**src/rtl/map_pa_latch_if.sv**
```systemverilog
// Mapper-side view of the CPU/PPU buses and the PRG/CHR/CIRAM control lines.
// Bus semantics: no valid/ready handshake; a CPU write is the falling edge of
// cpu_m2 while cpu_rw=0, and the PPU strobes ppu_oe/ppu_we are active low.
interface map_pa_latch_if #(
  parameter int PRG_BITS  = 2,
  parameter int PAGE_BITS = 1,
  parameter int CHR_BITS  = 2
);
  logic [15:0]                        cpu_addr;
  logic [7:0]                         cpu_data;
  logic                               cpu_rw;
  logic                               cpu_m2;
  logic [13:0]                        ppu_addr;
  logic                               ppu_oe;
  logic                               ppu_we;
  logic                               prg_ce;
  logic                               prg_oe;
  logic [15+PRG_BITS-1:0]             prg_addr;
  logic                               chr_ce;
  logic                               chr_oe;
  logic                               chr_we;
  logic [12+CHR_BITS+PAGE_BITS-1:0]   chr_addr;
  logic                               ciram_a10;
  logic                               ciram_ce;

  modport master (
    output cpu_addr, cpu_data, cpu_rw, cpu_m2, ppu_addr, ppu_oe, ppu_we,
    input  prg_ce, prg_oe, prg_addr, chr_ce, chr_oe, chr_we, chr_addr,
           ciram_a10, ciram_ce
  );

  modport slave (
    input  cpu_addr, cpu_data, cpu_rw, cpu_m2, ppu_addr, ppu_oe, ppu_we,
    output prg_ce, prg_oe, prg_addr, chr_ce, chr_oe, chr_we, chr_addr,
           ciram_a10, ciram_ce
  );
endinterface

```
**src/rtl/map_pa_latch.sv**
```systemverilog
// PPU-address-latched CHR banking mapper: CPU-written PRG/CHR page/lock and a
// lower 4 KB CHR bank captured from nametable fetches behind a PA13 filter.
module map_pa_latch #(
  parameter int PRG_BITS  = 2,
  parameter int PAGE_BITS = 1,
  parameter int CHR_BITS  = 2,
  parameter int FILT_D    = 5
) (
  input  logic          clk,
  input  logic          rst_n,
  map_pa_latch_if.slave bus,
  input  logic          cfg_mir_v,
  input  logic          cfg_chr_ram,
  input  logic          sst_act,
  input  logic          sst_we,
  input  logic [7:0]    sst_addr,
  input  logic [7:0]    sst_dato,
  output logic [7:0]    sst_di
);
  localparam int CB = PRG_BITS + PAGE_BITS;

  logic [PRG_BITS-1:0]  prg_reg;
  logic [PAGE_BITS-1:0] chr_page;
  logic [CHR_BITS-1:0]  chr_bank;
  logic                 lock;
  logic [2:0]           m2_q;     // [0],[1] synchroniser, [2] previous sync output
  logic [FILT_D-1:0]    hist;

  logic m2_fall;
  logic cpu_wr;
  logic fire;
  logic latch_en;
  logic sst_wr;
  logic unused_data;

  assign m2_fall = m2_q[2] & ~m2_q[1];
  assign cpu_wr  = m2_fall & bus.cpu_addr[15] & ~bus.cpu_rw & ~sst_act;

  // One low sample followed by FILT_D-1 highs; a steady high cannot re-fire.
  assign fire     = ~hist[FILT_D-1] & (&hist[FILT_D-2:0]);
  assign latch_en = fire & ~bus.ppu_addr[12] & bus.ppu_oe & bus.ppu_we & ~lock & ~sst_act;
  assign sst_wr   = sst_act & sst_we;

  assign unused_data = ^{bus.cpu_data, sst_dato};

  always_ff @(posedge clk or negedge rst_n) begin
    if (!rst_n) begin
      prg_reg  <= '0;
      chr_page <= '0;
      chr_bank <= '0;
      lock     <= 1'b0;
      m2_q     <= '0;
      hist     <= '0;
    end else begin
      m2_q <= {m2_q[1:0], bus.cpu_m2};
      hist <= {hist[FILT_D-2:0], bus.ppu_addr[13]};
      if (sst_wr) begin
        if (sst_addr == 8'd0) begin
          prg_reg  <= sst_dato[PRG_BITS-1:0];
          chr_page <= sst_dato[PRG_BITS +: PAGE_BITS];
          lock     <= sst_dato[7];
        end else if (sst_addr == 8'd1) begin
          chr_bank <= sst_dato[CHR_BITS-1:0];
        end
      end else begin
        if (cpu_wr) begin
          prg_reg  <= bus.cpu_data[PRG_BITS-1:0];
          chr_page <= bus.cpu_data[PRG_BITS +: PAGE_BITS];
          lock     <= bus.cpu_data[7];
        end
        if (latch_en) begin
          chr_bank <= bus.ppu_addr[8 +: CHR_BITS];
        end
      end
    end
  end

  always_comb begin
    sst_di = 8'hFF;
    case (sst_addr)
      8'd0: begin
        sst_di        = 8'h00;
        sst_di[7]     = lock;
        sst_di[CB-1:0] = {chr_page, prg_reg};
      end
      8'd1: begin
        sst_di                 = 8'h00;
        sst_di[CHR_BITS-1:0]   = chr_bank;
      end
      8'd127:  sst_di = 8'h60;
      default: sst_di = 8'hFF;
    endcase
  end

  assign bus.prg_ce   = bus.cpu_addr[15];
  assign bus.prg_oe   = bus.cpu_rw;
  assign bus.prg_addr = {prg_reg, bus.cpu_addr[14:0]};

  assign bus.chr_ce   = ~bus.ppu_addr[13];
  assign bus.ciram_ce = ~bus.ppu_addr[13];
  assign bus.chr_oe   = ~bus.ppu_oe;
  assign bus.chr_we   = cfg_chr_ram & ~bus.ppu_we & ~bus.ppu_addr[13];
  // Upper 4 KB always maps to the last bank of the selected page.
  assign bus.chr_addr = {chr_page,
                         bus.ppu_addr[12] ? {CHR_BITS{1'b1}} : chr_bank,
                         bus.ppu_addr[11:0]};

  assign bus.ciram_a10 = cfg_mir_v ? bus.ppu_addr[10] : bus.ppu_addr[11];
endmodule

```
**src/flat_wrapper.sv**
```systemverilog
// flat-port wrapper written by rule: the top's interface ports become plain ports
module map_pa_latch_flat 
#(
  parameter int PRG_BITS  = 2,
  parameter int PAGE_BITS = 1,
  parameter int CHR_BITS  = 2,
  parameter int FILT_D    = 5
)
  (clk, rst_n, cfg_mir_v, cfg_chr_ram, sst_act, sst_we, sst_addr, sst_dato, sst_di, bus_cpu_addr, bus_cpu_data, bus_cpu_rw, bus_cpu_m2, bus_ppu_addr, bus_ppu_oe, bus_ppu_we, bus_prg_ce, bus_prg_oe, bus_prg_addr, bus_chr_ce, bus_chr_oe, bus_chr_we, bus_chr_addr, bus_ciram_a10, bus_ciram_ce);
  map_pa_latch_if #(.PRG_BITS(PRG_BITS), .PAGE_BITS(PAGE_BITS), .CHR_BITS(CHR_BITS)) bus_i ();
  input  logic clk;
  input  logic rst_n;
  input  logic cfg_mir_v;
  input  logic cfg_chr_ram;
  input  logic sst_act;
  input  logic sst_we;
  input  logic [7:0] sst_addr;
  input  logic [7:0] sst_dato;
  output logic [7:0] sst_di;
  input wire logic [$bits(bus_i.cpu_addr)-1:0] bus_cpu_addr;
  input wire logic [$bits(bus_i.cpu_data)-1:0] bus_cpu_data;
  input wire logic [$bits(bus_i.cpu_rw)-1:0] bus_cpu_rw;
  input wire logic [$bits(bus_i.cpu_m2)-1:0] bus_cpu_m2;
  input wire logic [$bits(bus_i.ppu_addr)-1:0] bus_ppu_addr;
  input wire logic [$bits(bus_i.ppu_oe)-1:0] bus_ppu_oe;
  input wire logic [$bits(bus_i.ppu_we)-1:0] bus_ppu_we;
  output wire logic [$bits(bus_i.prg_ce)-1:0] bus_prg_ce;
  output wire logic [$bits(bus_i.prg_oe)-1:0] bus_prg_oe;
  output wire logic [$bits(bus_i.prg_addr)-1:0] bus_prg_addr;
  output wire logic [$bits(bus_i.chr_ce)-1:0] bus_chr_ce;
  output wire logic [$bits(bus_i.chr_oe)-1:0] bus_chr_oe;
  output wire logic [$bits(bus_i.chr_we)-1:0] bus_chr_we;
  output wire logic [$bits(bus_i.chr_addr)-1:0] bus_chr_addr;
  output wire logic [$bits(bus_i.ciram_a10)-1:0] bus_ciram_a10;
  output wire logic [$bits(bus_i.ciram_ce)-1:0] bus_ciram_ce;
  assign bus_i.cpu_addr = bus_cpu_addr;
  assign bus_i.cpu_data = bus_cpu_data;
  assign bus_i.cpu_rw = bus_cpu_rw;
  assign bus_i.cpu_m2 = bus_cpu_m2;
  assign bus_i.ppu_addr = bus_ppu_addr;
  assign bus_i.ppu_oe = bus_ppu_oe;
  assign bus_i.ppu_we = bus_ppu_we;
  assign bus_prg_ce = bus_i.prg_ce;
  assign bus_prg_oe = bus_i.prg_oe;
  assign bus_prg_addr = bus_i.prg_addr;
  assign bus_chr_ce = bus_i.chr_ce;
  assign bus_chr_oe = bus_i.chr_oe;
  assign bus_chr_we = bus_i.chr_we;
  assign bus_chr_addr = bus_i.chr_addr;
  assign bus_ciram_a10 = bus_i.ciram_a10;
  assign bus_ciram_ce = bus_i.ciram_ce;
  map_pa_latch #(.PRG_BITS(PRG_BITS), .PAGE_BITS(PAGE_BITS), .CHR_BITS(CHR_BITS), .FILT_D(FILT_D)) u_core (.clk(clk), .rst_n(rst_n), .bus(bus_i), .cfg_mir_v(cfg_mir_v), .cfg_chr_ram(cfg_chr_ram), .sst_act(sst_act), .sst_we(sst_we), .sst_addr(sst_addr), .sst_dato(sst_dato), .sst_di(sst_di));
endmodule
```
**config.mk**
```make
export PLATFORM = sky130hd
export DESIGN_NAME = map_pa_latch_flat
export DESIGN_NICKNAME = d
export VERILOG_FILES = /design/src/rtl/map_pa_latch_if.sv /design/src/rtl/map_pa_latch.sv /design/src/flat_wrapper.sv
export SDC_FILE = /design/constraint.sdc
export NUM_CORES = 1
export LEC_CHECK = 0
export CORE_AREA = 2 2 45 89
export DETAILED_ROUTE_END_ITERATION = 10
export DIE_AREA = 0 0 47 91
export HOLD_SLACK_MARGIN = 0.02
export MAX_ROUTING_LAYER = met4
export PLACE_DENSITY = 0.89
export SYNTH_ARGS = -nofsm -noshare
export SYNTH_HDL_FRONTEND = slang
export SYNTH_SLANG_ARGS = --single-unit
```
**constraint.sdc**
```tcl
create_clock -name clk -period 2.25 [get_ports clk]
set_clock_uncertainty 0.15 [all_clocks]
set_input_delay 0.225 -clock clk [delete_from_list [all_inputs] [get_ports clk]]
set_output_delay 0.225 -clock clk [all_outputs]
set_load 0.005 [all_outputs]
```
Word-level counts from Yosys, hierarchy flattened
Cells that the tools add are included.
{"block": "op_classes", "eq_ne": 5, "n_mux": 16, "n_bitwise": 22, "reduce_logical": 6}
{"op": "$pmux 8 s3", "count": 1}
{"op": "$mux 2", "count": 8}
{"op": "$and 1x1->1", "count": 13}
{"op": "$not 1->1", "count": 9}
{"op": "$eq 8x1->1 const B", "count": 1}
{"op": "$eq 8x7->1 const B", "count": 1}
{"op": "$logic_not 8->1", "count": 1}
{"op": "$mux 1", "count": 7}
{"op": "$ne 2x2->1 const B", "count": 3}
{"op": "$reduce_and 4->1", "count": 1}
{"op": "$reduce_bool 2->1", "count": 2}
{"op": "$reduce_and 3->1", "count": 1}
{"op": "$reduce_and 2->1", "count": 1}
{"block": "totals", "reg_bits": 14, "in_bits": 64, "output_inout_bits": 47}

Depth between registers and ports, before layout
{"block": "logic_depth", "ltp_word": 9, "depth_mapped": 6}

Worst setup path after synthesis
OpenSTA, ideal clock, no wires.
{"block": "synth_path", "kind": "in2reg", "from": "input sst_addr[4]", "to": "register u_core.chr_page", "setup_ns": 0.125, "arrival_time_ns": 1.794, "required_ns": 1.975, "setup_slack_ns": 0.182, "cell_stages": 5, "cell_sequence": "or4_1 or4_1 buf_2 o32a_4 mux2i_1"}
{"block": "synth_via", "elab_chain_len": 3}
{"element": "start: declaration", "line_no": "flat_wrapper.sv:17", "rtl": "input logic [7:0] sst_addr;"}
{"element": "$logic_not 8->1", "line_no": "map_pa_latch.sv:58", "rtl": "if (sst_addr == 8'd0) begin"}
{"element": "$ne 2x2->1 (no source line)"}
{"element": "$reduce_and 2->1 (no source line)"}
{"element": "end signal: assignment", "line_no": "map_pa_latch.sv:60", "rtl": "chr_page <= sst_dato[PRG_BITS +: PAGE_BITS];"}
{"element": "end signal: assignment", "line_no": "map_pa_latch.sv:68", "rtl": "chr_page <= bus.cpu_data[PRG_BITS +: PAGE_BITS];"}
{"element": "end: declaration", "line_no": "map_pa_latch.sv:23", "rtl": "logic [PAGE_BITS-1:0] chr_page;"}
No other way between the ends.
A chain may end at the register's enable or synchronous reset.

Worst setup path in the final report
{"block": "layout_path", "from": "input sst_addr[1]", "to": "output sst_di[7]"}
{"block": "layout_via", "elab_chain_len": 2}
{"element": "$eq 8x7->1, or another cell as far along", "line_no": "map_pa_latch.sv:80", "rtl": "case (sst_addr)"}
{"element": "$pmux 8 s3 *", "line_no": "map_pa_latch.sv:80"}
{"element": "end: declaration", "line_no": "flat_wrapper.sv:19", "rtl": "output logic [7:0] sst_di;"}
Mark *: on every way between the ends. The rest lies on a longest branch, timed or not.

==> results.ini <==
[logic_synthesis]
synth.distinct_cells=24
synth-seq-cells=14
synth_cells=96
syn_nets=160
syn_area_um2=946
ys.warnings.count=0
synth.avg_cell_area_um2=9.85
seq_area_frac_synth_pct=37.0

[floorplanning]
die_y_um=91
initial_utilization_pct=26.5
die_area_um2=4280
design.core.area_um2=3570
rows=31
die_w_um=47
ios=111

[layout]
drive_above_1_share_pct=22.3
largestRegisters=u_core.hist x5, u_core.m2_q x3
multi_input_area_um2=322
largest_register_ffs=5
fillers=365
fin_cells=179
fin_nets=195
final_common_cell=clkdlybuf4s50_1
area_delta_synth_final_pct=50.7
antenna_cells=0
register_area_um2=350
final_cell_mix=clkdlybuf4s50_1, dfrtp_1, mux2i_1
regMostFlops=u_core.hist

[timing]
timing.hold.ws_ns=0.197
slew_headroom_pct=59.6
fmax_mhz=460
maxSlewViolCount=0
finalSetupTns_ns=0
tightest_slew_ns=0.604
rsz0062_at_grt=yes
finalHoldViolCount=0
final.min_clock_period_ns=2.18
setup_viol=0
min_period_over_period_pct=96.7

[pwr]
p_sw_share_pct=22.5
pwr-share-clk_pct=32.6
power_frac_comb_pct=25.3
pwr-share-seq_pct=42.1
vdd_drop_max_v=0.000261
intPower_uw=552
power_density_nw_per_um2=500
switchingPower_uw=160
p_leak_uw=0.000642

[outcome]
status=finished, final reports clean

[setup_path]
cp-end-kind=output port
worst-path-max-fanout=3
slowest_delay_ns=0.52
crit_type=input port to output port
slowest_stage=or4_4
startpoint_type=input port
required_ns=1.88
path_cells=buf_6 -> or4_4 -> or4_4 -> buf_6 -> o31ai_2 -> buf_2
worst_ep_arrival_time_ns=1.80

[global_routing]
use_met1_pct=9.85
grt_use_met2_pct=23.4
antenna_found_initial=0
grt_usage_pct=12.8
grt_pass1_vias=851
grt_max_degree=15
grt_util_met3_pct=3.58
grt_pass1_wl_um=3820
grt_busiest_layer=met2
overflow=0

[placement]
dp_hpwl_um=2100
place_inst=170
port_buffers=56
gp_congestion=0.712

[clock_network]
cts_root_buffer=clkbuf_8
cts-htree-levels=1
path_clk_slew_ns=0.06
cts_tree=built
clock_latency_ns=0.24
cts_buffers=3
cts.sinks=14
clock_path_buffers=2

[drt]
first_pass_iters=4
vias_per_cell=4.44
vias=795
drt_iter0_drc=12
drc=0
wl_um=2560
ant_nets=0
wl_per_cell_um=14.3

[hold_path]
hold_path_class=flip-flop to flip-flop

[flow_run]
drv_cap=0

==> per-stage QoR <==
stage               instance area (um^2)  power [uW]  setup WS [ns]  utilization [%]
CTS                                 1430         722      -0.000592             40.1
detailed placement                  1340         484         -0.627             37.6
global placement                    1340         480         -0.621             37.6
floorplan                            946         393          0.182                -
global route                        1430         755       -0.00259             39.9
finish                              1430         712         0.0738             39.9
==> worst max-delay path, delay by kind of cell <==
family | cells | cell delay [ns]
simple gates | 2 | 0.99
buf+inv | 3 | 0.38
compound gates | 1 | 0.19
==> power groups by stage <==
stage	registers [uW]	logic, uW	clock network, uW
2_1_floorplan	298	95.3	0
4_1_cts	300	182	240
6_report	300	180	232
3_3_place_gp	303	177	0
3_5_place_dp	304	180	0
5_1_grt	303	197	254
==> Yosys cell counts <==
| library cell | n | area share [%] |
|---|---|---|
| or4_1 | 2 | 1.6 |
| nor4b_1 | 1 | 0.93 |
| o32a_4 | 1 | 2.4 |
| o21a_1 | 1 | 0.79 |
| mux2_2 | 1 | 1.2 |
| nor3b_1 | 1 | 0.79 |
| buf_4 | 33 | 26 |
| nand3_1 | 1 | 0.53 |
| or3_1 | 1 | 0.66 |
| a21oi_1 | 5 | 2.6 |
| nand2_1 | 1 | 0.40 |
| and4_1 | 1 | 0.93 |
| inv_1 | 9 | 3.6 |
| dfrtp_1 | 14 | 37 |
| or2_2 | 2 | 1.3 |
| and3_1 | 2 | 1.3 |
| nand4bb_1 | 1 | 1.2 |
| buf_2 | 1 | 0.53 |
| mux2i_1 | 10 | 11 |
| clkbuf_1 | 1 | 0.40 |
| o31ai_1 | 2 | 1.6 |
| o21ai_0 | 2 | 1.1 |
| and4b_1 | 1 | 1.1 |
| nand4_1 | 2 | 1.3 |
==> final cells by class <==
class	count	area share, %
Sequential cell	14	24.6
Inverter	9	2.37
Timing Repair Buffer	65	42.3
Multi-Input combinational cell	38	22.6
Tap cell	49	4.30
Clock buffer	4	3.86
==> kinds of logic (layout without fill, tap and decap cells) <==
kind of cell | Yosys count | after routing | share of synthesized area, %
simple gates | 16 | 16 | 12.0
buf+inv | 44 | 78 | 30.7
mux | 11 | 11 | 11.8
compound gates | 11 | 11 | 8.46
flops | 14 | 14 | 37.0
==> path summary, 6_finish.rpt <==
path,from,end,slack [ns],cells after the start
setup reg to reg,u_core.lock$_DFFE_PN0P_,u_core.chr_bank[0]$_DFFE_PN0P_,0.89,4
setup / recovery,sst_addr[1],sst_di[7],0.07,6
hold / removal,u_core.m2_q[0]$_DFF_PN0_,u_core.m2_q[1]$_DFF_PN0_,0.20,0
min in group asynchronous,rst_n,u_core.m2_q[0]$_DFF_PN0_,0.22,1
hold reg to reg,u_core.m2_q[0]$_DFF_PN0_,u_core.m2_q[1]$_DFF_PN0_,0.20,0
max in group asynchronous,rst_n,u_core.prg_reg[0]$_DFFE_PN0P_,1.34,1
==> metal layers <==
layer | up-vias | wire (um)
met5 | - | 0
met4 | 0 | 125
met3 | 14 | 318
li1 | 360 | -
met2 | 59 | 1380
met1 | 362 | 738
==> repair_timing <==
action                                  4_1_cts  5_1_grt
pin swaps                                     5        1
resized for setup                            45        1
hold buffers                                  0        0
endpoints found under the setup margin       14        2
buffers inserted                              5        0
No activity file was read; power rests on OpenSTA's default activity.
